<file path="src/rtl/regfile_wport_arbiter_pkg.sv">
// Shared widths and the mul/div result record for the register file
// write-port arbiter.
package regfile_wport_arbiter_pkg;

   localparam int REG_ADDR_W = 5;
   localparam int DATA_W     = 32;
   localparam int REG_COUNT  = 32;

   localparam logic [REG_ADDR_W-1:0] ZERO_REG = '0;

   typedef logic [REG_ADDR_W-1:0] reg_addr_t;
   typedef logic [DATA_W-1:0]     reg_data_t;

   typedef struct packed {
      reg_addr_t dest;
      reg_data_t data;
   } md_entry_t;

endpackage

</file>
<file path="src/rtl/regfile_wb_fifo.sv">
// Small synchronous FIFO buffering mul/div results until the write port is
// free; head entry is visible combinationally on dout.
module regfile_wb_fifo #(
   parameter  int DEPTH = 4,
   parameter  int W     = 37,
   localparam int AW    = $clog2(DEPTH)
) (
   input  logic          clk,
   input  logic          reset,
   input  logic          push,
   input  logic [W-1:0]  din,
   input  logic          pop,
   output logic [W-1:0]  dout,
   output logic [AW:0]   count,
   output logic          full,
   output logic          empty
);

   logic [W-1:0]  mem [DEPTH];
   logic [AW-1:0] rd_ptr;
   logic [AW-1:0] wr_ptr;
   logic          wr_en;
   logic          rd_en;

   assign full  = (count == (AW+1)'(DEPTH));
   assign empty = (count == '0);
   assign wr_en = push && !full;
   assign rd_en = pop && !empty;
   assign dout  = mem[rd_ptr];

   always_ff @(posedge clk or negedge reset) begin
      if (!reset) begin
         rd_ptr <= '0;
         wr_ptr <= '0;
         count  <= '0;
      end else begin
         if (wr_en) wr_ptr <= wr_ptr + 1'b1;
         if (rd_en) rd_ptr <= rd_ptr + 1'b1;
         case ({wr_en, rd_en})
            2'b10:   count <= count + 1'b1;
            2'b01:   count <= count - 1'b1;
            default: count <= count;
         endcase
      end
   end

   always_ff @(posedge clk) begin
      if (wr_en) mem[wr_ptr] <= din;
   end

endmodule

</file>
<file path="src/rtl/regfile_wport_arbiter.sv">
// Register file write-port owner: WB has priority, mul/div results queue in
// a FIFO, and a scoreboard flags decode hazards on in-flight mul/div dests.
module regfile_wport_arbiter
   import regfile_wport_arbiter_pkg::*;
#(
   parameter  int FIFO_DEPTH = 4,
   parameter  int STARVE_MAX = 8,
   localparam int CW         = $clog2(FIFO_DEPTH) + 1,
   localparam int SW         = $clog2(STARVE_MAX) + 1
) (
   input  logic                  clk,
   input  logic                  reset,
   input  logic                  wb_valid,
   input  logic [REG_ADDR_W-1:0] wb_dest,
   input  logic [DATA_W-1:0]     wb_data,
   input  logic                  md_valid,
   output logic                  md_ready,
   input  logic [REG_ADDR_W-1:0] md_dest,
   input  logic [DATA_W-1:0]     md_data,
   input  logic                  md_issue,
   input  logic [REG_ADDR_W-1:0] md_issue_dest,
   input  logic [REG_ADDR_W-1:0] chk_rs,
   input  logic [REG_ADDR_W-1:0] chk_rt,
   input  logic [REG_ADDR_W-1:0] chk_rd,
   input  logic                  chk_rd_valid,
   output logic                  hazard,
   output logic                  pipe_stall,
   output logic                  rf_we,
   output logic [REG_ADDR_W-1:0] rf_waddr,
   output logic [DATA_W-1:0]     rf_wdata,
   output logic [CW-1:0]         pending_cnt
);

   logic                 wb_win;
   logic                 push;
   logic                 pop;
   logic                 full;
   logic                 empty;
   md_entry_t            in_entry;
   md_entry_t            head;
   logic [REG_COUNT-1:0] sb;
   logic [REG_COUNT-1:0] sb_next;
   logic [SW-1:0]        starve_cnt;

   assign md_ready = !full;
   assign wb_win   = wb_valid && (wb_dest != ZERO_REG);
   // Dest-0 results are acknowledged but never stored.
   assign push     = md_valid && md_ready && (md_dest != ZERO_REG);
   assign pop      = !wb_win && !empty;
   assign in_entry = '{dest: md_dest, data: md_data};

   regfile_wb_fifo #(
      .DEPTH (FIFO_DEPTH),
      .W     ($bits(md_entry_t))
   ) u_fifo (
      .clk   (clk),
      .reset (reset),
      .push  (push),
      .din   (in_entry),
      .pop   (pop),
      .dout  (head),
      .count (pending_cnt),
      .full  (full),
      .empty (empty)
   );

   // Set after clear so a same-register issue keeps the bit pending.
   always_comb begin
      sb_next = sb;
      if (pop) sb_next[head.dest] = 1'b0;
      if (md_issue) sb_next[md_issue_dest] = 1'b1;
      sb_next[ZERO_REG] = 1'b0;
   end

   assign hazard = ((chk_rs != ZERO_REG) && sb[chk_rs])
                || ((chk_rt != ZERO_REG) && sb[chk_rt])
                || (chk_rd_valid && (chk_rd != ZERO_REG) && sb[chk_rd]);

   always_ff @(posedge clk or negedge reset) begin
      if (!reset) begin
         rf_we      <= 1'b0;
         rf_waddr   <= '0;
         rf_wdata   <= '0;
         pipe_stall <= 1'b0;
         sb         <= '0;
         starve_cnt <= '0;
      end else begin
         sb         <= sb_next;
         rf_we      <= wb_win || pop;
         pipe_stall <= 1'b0;
         if (wb_win) begin
            rf_waddr <= wb_dest;
            rf_wdata <= wb_data;
         end else if (pop) begin
            rf_waddr <= head.dest;
            rf_wdata <= head.data;
         end
         // Non-empty without a pop means WB took the port this cycle.
         if (empty || pop) begin
            starve_cnt <= '0;
         end else if (starve_cnt == SW'(STARVE_MAX - 1)) begin
            starve_cnt <= '0;
            pipe_stall <= 1'b1;
         end else begin
            starve_cnt <= starve_cnt + 1'b1;
         end
      end
   end

endmodule

</file>
<file path="config.mk">
export PLATFORM = sky130hd
export DESIGN_NAME = regfile_wport_arbiter
export DESIGN_NICKNAME = d
export VERILOG_FILES = /design/src/rtl/regfile_wport_arbiter_pkg.sv /design/src/rtl/regfile_wb_fifo.sv /design/src/rtl/regfile_wport_arbiter.sv
export SDC_FILE = /design/constraint.sdc
export NUM_CORES = 1
export LEC_CHECK = 0
export ABC_AREA = 1
export ABC_CLOCK_PERIOD_IN_PS = 4300
export BUFFER_PORTS_ARGS = -buffer_cell sky130_fd_sc_hd__buf_4
export CORE_ASPECT_RATIO = 1.5
export CORE_MARGIN = 1.5
export CORE_UTILIZATION = 57
export CTS_BUF_LIST = sky130_fd_sc_hd__clkbuf_8 sky130_fd_sc_hd__clkbuf_16
export DETAILED_ROUTE_END_ITERATION = 10
export GPL_TIMING_DRIVEN = 0
export PLACE_DENSITY = 0.83
export SYNTH_ARGS = -nofsm -noshare
export SYNTH_HDL_FRONTEND = slang
export SYNTH_SLANG_ARGS = --single-unit
</file>
<file path="constraint.sdc">
create_clock -name clk -period 4.3 [get_ports clk]
set_clock_uncertainty 0.15 [all_clocks]
set_input_delay 0.86 -clock clk [delete_from_list [all_inputs] [get_ports clk]]
set_output_delay 0.86 -clock clk [all_outputs]
set_load 0.02 [all_outputs]
</file>
# Yosys cells after proc, flatten, opt, wreduce, memory -nomap -nowiden
# Memory sizes are Yosys's and may differ from the RTL's.
# Index checks and enable logic that the tools add are counted.
[totals]
regBits = 81
mem_bits_rw = 148
in_bits = 100
output_inout_bits = 44
word_cells = 79
mem_count = 1
[classes]
add_sub_neg = 5
n_lt_le_gt_ge = 7
eq_ne = 4
mux = 23
bitwise_logic = 3
reduce_logical = 27
[memory_table]
columns = ["memory", "depth", "width", "rd", "rd_clocked_by_memory_dff", "write_ports", "line", "text"]
rows = [
  ["u_fifo.mem", 4, 37, 1, 0, 1, "regfile_wb_fifo.sv:19", "logic [W-1:0] mem [DEPTH];"],
]
[op_table]
columns = ["op", "n"]
rows = [
  ["$mux 32", 4],
  ["$and 32x32->32", 1],
  ["$not 32->32", 1],
  ["$or 32x32->32", 1],
  ["$lt 5x6->1 const B", 5],
  ["$reduce_bool 5->1", 5],
  ["$bmux 1 s5", 3],
  ["$logic_and 1x1->1", 12],
  ["$demux 1 s5", 2],
  ["$ge 5x1->1 const B", 2],
  ["$mux 5", 2],
  ["$mux 1", 9],
  ["$mux 4", 2],
  ["$pmux 3 s2", 1],
  ["$add 2x1->2 const B", 2],
  ["$add 4x1->4 const B", 1],
  ["$eq 4x3->1 const B", 1],
  ["$logic_or 1x1->1", 4],
  ["$reduce_bool 2->1", 2],
  ["$add 3x1->3 const B", 1],
  ["$eq 3x3->1 const B", 1],
  ["$logic_not 1->1", 3],
  ["$logic_not 3->1", 1],
  ["$sub 3x1->3 const B", 1],
  ["other kinds (2)", 2],
]

# Logic depth before layout (Yosys ltp)
# An unclocked memory read counts as a cell.
[logic_depth]
ltp_word = 10
ltp_mapped = 13
ltp_nobuf = 12

# Cells and area by module
# From an unflattened synthesis, not the netlist that was laid out.
[hier_totals]
cells_unflattened = 1102
hier_area_um2 = 10777.8
[modules_own_cells]
columns = ["mod", "instances", "cells_per_inst", "area_each_um2", "seq_area_each_um2"]
rows = [
  ["regfile_wb_fifo", 1, 493, 6384.9, 4619.4],
  ["regfile_wport_arbiter", 1, 609, 4393.0, 1851.8],
]

# Worst setup path after synthesis
# Ideal clock, no wire load.
[synth_timing]
path_type = "register to register"
from = "register u_fifo.count[0]"
to = "memory u_fifo.mem[0][0], enable pin"
setup_time_ns = 0.431
t_arrival_ns = 2.764
t_required_ns = 3.719
path_slack_ns = 0.954
stages_incl_launch_ff = 5
n_path_buf = 0
period_less_slack_ns = 3.346
cell_sequence = "dfrtp_1 > inv_1 > nand3_1 > nand3_1 > nor2_1"
[synth_via]
elab_chain_len = 7
[synth_rtl]
columns = ["item", "line", "text"]
rows = [
  ["from (decl)", "regfile_wb_fifo.sv:14", "output logic [AW:0] count,"],
  ["from (signal assigned)", "regfile_wb_fifo.sv:40", "2'b10: count <= count + 1'b1;"],
  ["from (signal assigned)", "regfile_wb_fifo.sv:41", "2'b01: count <= count - 1'b1;"],
  ["from (signal assigned)", "regfile_wb_fifo.sv:42", "default: count <= count;"],
  ["$eq 3x3->1 (*)", "regfile_wb_fifo.sv:25", "assign full = (count == (AW+1)'(DEPTH));"],
  ["$logic_not 1->1 (*)", "regfile_wport_arbiter.sv:45", "assign md_ready = !full;"],
  ["via md_ready", "regfile_wport_arbiter.sv:17", "output logic md_ready,"],
  ["$logic_and 1x1->1 (2 in series)", "regfile_wport_arbiter.sv:48", "assign push = md_valid && md_ready && (md_dest != ZERO_REG);"],
  ["$logic_and 1x1->1 (*)", "regfile_wb_fifo.sv:27", "assign wr_en = push && !full;"],
  ["$mux 1 (*)", "regfile_wb_fifo.sv:48", "if (wr_en) mem[wr_ptr] <= din;"],
  ["$mux 1 (not written as such) (*)", "regfile_wb_fifo.sv:48", ""],
  ["to (decl)", "regfile_wb_fifo.sv:19", ""],
]
# Mark *: on every way through the listed nets, which the timed path passes. The rest lies on a longest branch.

# Worst setup path in the final report
[layout_timing]
from = "input port chk_rt[0]"
to = "output port hazard"
[layout_via]
elab_chain_len = 5
word_cells_on_any_way = 6
cone_classes = "2 x mux; 4 x reduce/logical"
[layout_rtl]
columns = ["item", "line", "text"]
rows = [
  ["from (decl)", "regfile_wport_arbiter.sv:23", "input logic [REG_ADDR_W-1:0] chk_rt,"],
  ["$bmux 1 s5", "regfile_wport_arbiter.sv:76", "|| ((chk_rt != ZERO_REG) && sb[chk_rt])"],
  ["$mux 1 (not written as such)", "regfile_wport_arbiter.sv:76", ""],
  ["$logic_and 1x1->1 (*)", "regfile_wport_arbiter.sv:76", ""],
  ["$logic_or 1x1->1 (*)", "regfile_wport_arbiter.sv:76", ""],
  ["$logic_or 1x1->1 (*)", "regfile_wport_arbiter.sv:77", "|| (chk_rd_valid && (chk_rd != ZERO_REG) && sb[chk_rd]);"],
  ["to (decl)", "regfile_wport_arbiter.sv:26", "output logic hazard,"],
]
# Every way passes the cells marked *; elsewhere a longest branch is shown, timed or not. The select of a mux whose other input is x is not followed.

==> results.cfg <==
[outcome]
outcome = complete, no violations

[timing]
fin_setup_tns_ns = 0
relSlewSlack_pct = 14.8
finalHoldViolations = 0
period_needed_ns = 3.24
finalCritPeriodShare_pct = 75.3
hold_ws_ns = 0.336
worstMarginPinSlew_ns = 1.27
slew_viol_final = 0
fmax_ghz = 0.309
setup_viol = 0
rsz0062_at_grt = false

[clock_network]
cts_resized = 0
cts_root_buffer = clkbuf_16
post_cts_buffers = 0
htreeDepth = 1
clockBufferDepth = 3
tritoncts.num_buffers = 21
cts_sinks = 229
cts_tree = done
cts.clk_slew.worst_paths_ns = 0.06
clk_latency_ns = 0.49
cts_hold_buf = 0

[synth]
synth_ff_type = edfxtp_1
syn-num-nets = 1152
synth_edf_count = 148
ys_types = 38
synth.avg_cell_area_um2 = 9.86
syn_inst = 1045
yosysSeqAreaShare_pct = 62.8
ys_warn_count = 0
ys_ff_latch = 229
syn_area_um2 = 10300
synthArstFlopShare_pct = 35.4

[final_layout]
area_growth_pct = 21.6
fillCellCount = 1268
finalInstanceArea_um2 = 12500
diodes = 0
nets = 1319
drive_gt1_share_pct = 19.8

[pwr]
leakagePower_nw = 5.24
ir_drop_mv = 0.472
cellPowerDensity_nw_per_um2 = 690

[placed_design]
port-buffer-count = 140
placed_cell_area_um2 = 11700
dpl.hpwl_um = 19700
routabilityCongestion = 0.964

[detailed_routing]
drcViolationCount = 0
postRouteAntennaNets = 0
vias = 8583
first_pass_iters = 6
viasPerCell = 5.95
routedWlPerCell_um = 19.7
route.met3.wl_um = 2150
routed.top_layer = met4
wl_met2_um = 15200
drtIter0Drc = 777
wl_met1_um = 9630
wl_um = 28400

[global_route]
grt_antenna_before_repair = 0
grt_overflow = 0
grt_pass1_vias = 8736
track_usage_pct = 30.2
grt_first_pass_wirelength_um = 44400
grt_max_degree = 82

[worst_setup_path]
crit_path_end_kind = output port
crit_type = input pin to output port
crit_buf_inv = 4
crit_top_cell = nand2_1
critPathMaxFanout = 10
critPathRequiredTime_ns = 3.29
max_stage_delay_ns = 0.20
cp_cell_sequence = buf_2 > inv_1 > buf_4 > nand2_1 > nand3_1 > nand2_1 > nand2_1 > nand3_1 > nand3_1 > nand2_1 > nor2_1 > nand2_1 > buf_4
cp.arrival_ns = 2.23
path_delay_family = buffers and inverters
slowest_stage = buf_4
worstSetupStartpointType = input pin

[floorplan]
start_util_pct = 57.9
core_area_um2 = 17800
dieArea_um2 = 18900
die_h_um = 168
die_w_um = 113
rows = 60
num_io_pins = 144

[min_path]
hold_path.class = flip-flop to flip-flop

[job]
cap_violations = 0
[logic make-up (layout without fill, tap and decap cells)]
group	count (synthesis)	in the layout	share of synthesized area (%)
adder cells (fa/ha/maj)	7	7	0.923
flip-flops	229	229	62.8
AO/OA/AOI/OAI	229	229	12.1
XOR/XNOR	5	5	0.425
buffers and inverters	112	293	4.82
AND/OR/NAND/NOR	463	463	18.9
[metrics by stage]
step	power [mW]	worst slack (ns)	utilization, %	std cells
2_1_floorplan	5.26	0.954	-	1045
3_3_place_gp	6.31	-0.423	65.3	1402
3_5_place_dp	6.49	1.07	65.9	1406
4_1_cts	8.62	1.07	70.4	1443
5_1_grt	9.10	0.898	70.4	1443
6_report	8.65	1.06	70.4	1443
[report_power, final]
| part | internal (mW) | total (mW) | switching, mW |
|---|---|---|---|
| sequential | 2.99 | 3.32 | 0.325 |
| clock | 1.32 | 2.12 | 0.794 |
| combinational | 1.06 | 3.21 | 2.15 |
| total | 5.37 | 8.65 | 3.27 |
[synthesized netlist by cell type, types with 16 or more instances]
cell / number / share of area [%]
o22ai_1: 32 / 1.9
buf_2: 20 / 0.97
o21ai_1: 26 / 1.3
a21oi_1: 44 / 2.1
nor2_1: 127 / 4.6
dfrtp_1: 81 / 20
o21ai_0: 105 / 5.1
clkbuf_1: 16 / 0.58
edfxtp_1: 148 / 43
nand3_1: 58 / 2.8
inv_1: 59 / 2.1
nand2_1: 238 / 8.7
nor3_1: 22 / 1.1
[per-layer routing]
metal	vias to the layer above	GRT usage [%]
li1	3910	-
met1	4072	33.3
met2	494	55.5
met3	107	4.60
met4	0	16.0
met5	-	0
[final timing paths]
path | start | endpoint | slack (ns) | depth (start not counted)
min | rf_waddr[0]$_DFFE_PN0P_ | rf_waddr[0]$_DFFE_PN0P_ | 0.34 | 2
max in group asynchronous | reset | rf_wdata[9]$_DFFE_PN0P_ | 2.90 | 1
max | chk_rt[0] | hazard | 1.06 | 13
min in group asynchronous | reset | u_fifo.count[0]$_DFFE_PN0P_ | 0.41 | 1
min reg2reg | rf_waddr[0]$_DFFE_PN0P_ | rf_waddr[0]$_DFFE_PN0P_ | 0.34 | 2
max reg2reg | u_fifo.count[0]$_DFFE_PN0P_ | u_fifo.count[2]$_DFFE_PN0P_ | 1.79 | 9
[worst reg2reg max path, cell delays in order, from the launching register on]
cell and delay (ns):
dfrtp_1 0.44, inv_1 0.13, nand3_1 0.11, nand3_1 0.47
ha_1 0.26, inv_1 0.07, fa_1 0.38, a21oi_1 0.14
o21ai_0 0.11, xnor2_1 0.14
[placed cells by master (no fill, tap or decap), types with 2 or more instances in the layout]
master / count
xor2_1: 3
clkbuf_16: 21
nor2_1: 123
o21ai_2: 9
a21oi_1: 44
o21ai_0: 105
o22ai_1: 32
nand2_1: 238
o211ai_1: 8
xnor2_1: 2
nor2_4: 6
clkbuf_8: 4
clkinv_1: 2
buf_6: 6
ha_1: 6
buf_12: 4
buf_4: 141
nand3_1: 58
nor3_1: 22
inv_2: 8
a31oi_1: 2
dfrtp_1: 81
bufinv_16: 6
nor2_2: 3
inv_1: 59
clkinv_2: 3
buf_2: 20
edfxtp_1: 148
clkbuf_1: 16
nand2_2: 3
o21ai_1: 26
nand2_4: 4
[sequential cells by signal, summed over array words and instances, names as in the netlist]
| register | count |
|---|---|
| starve_cnt | 4 |
| rf_wdata | 32 |
| u_fifo.count | 3 |
| u_fifo.wr_ptr | 2 |
| rf_waddr | 5 |
| pipe_stall | 1 |
| u_fifo.rd_ptr | 2 |
| rf_we | 1 |
| sb | 31 |
| u_fifo.mem | 148 |
[final cells by class]
cell class,count,area [um2],share of cell area [%]
sequential,229,6470,51.7
timing repair buffer,144,1130,9.03
tap,217,272,2.17
inverter,68,258,2.06
clock buffer,25,581,4.64
buffer,44,239,1.91
multi-input combinational,704,3360,26.9
clock inverter,12,210,1.68
Power figures use the tool's default switching activity.
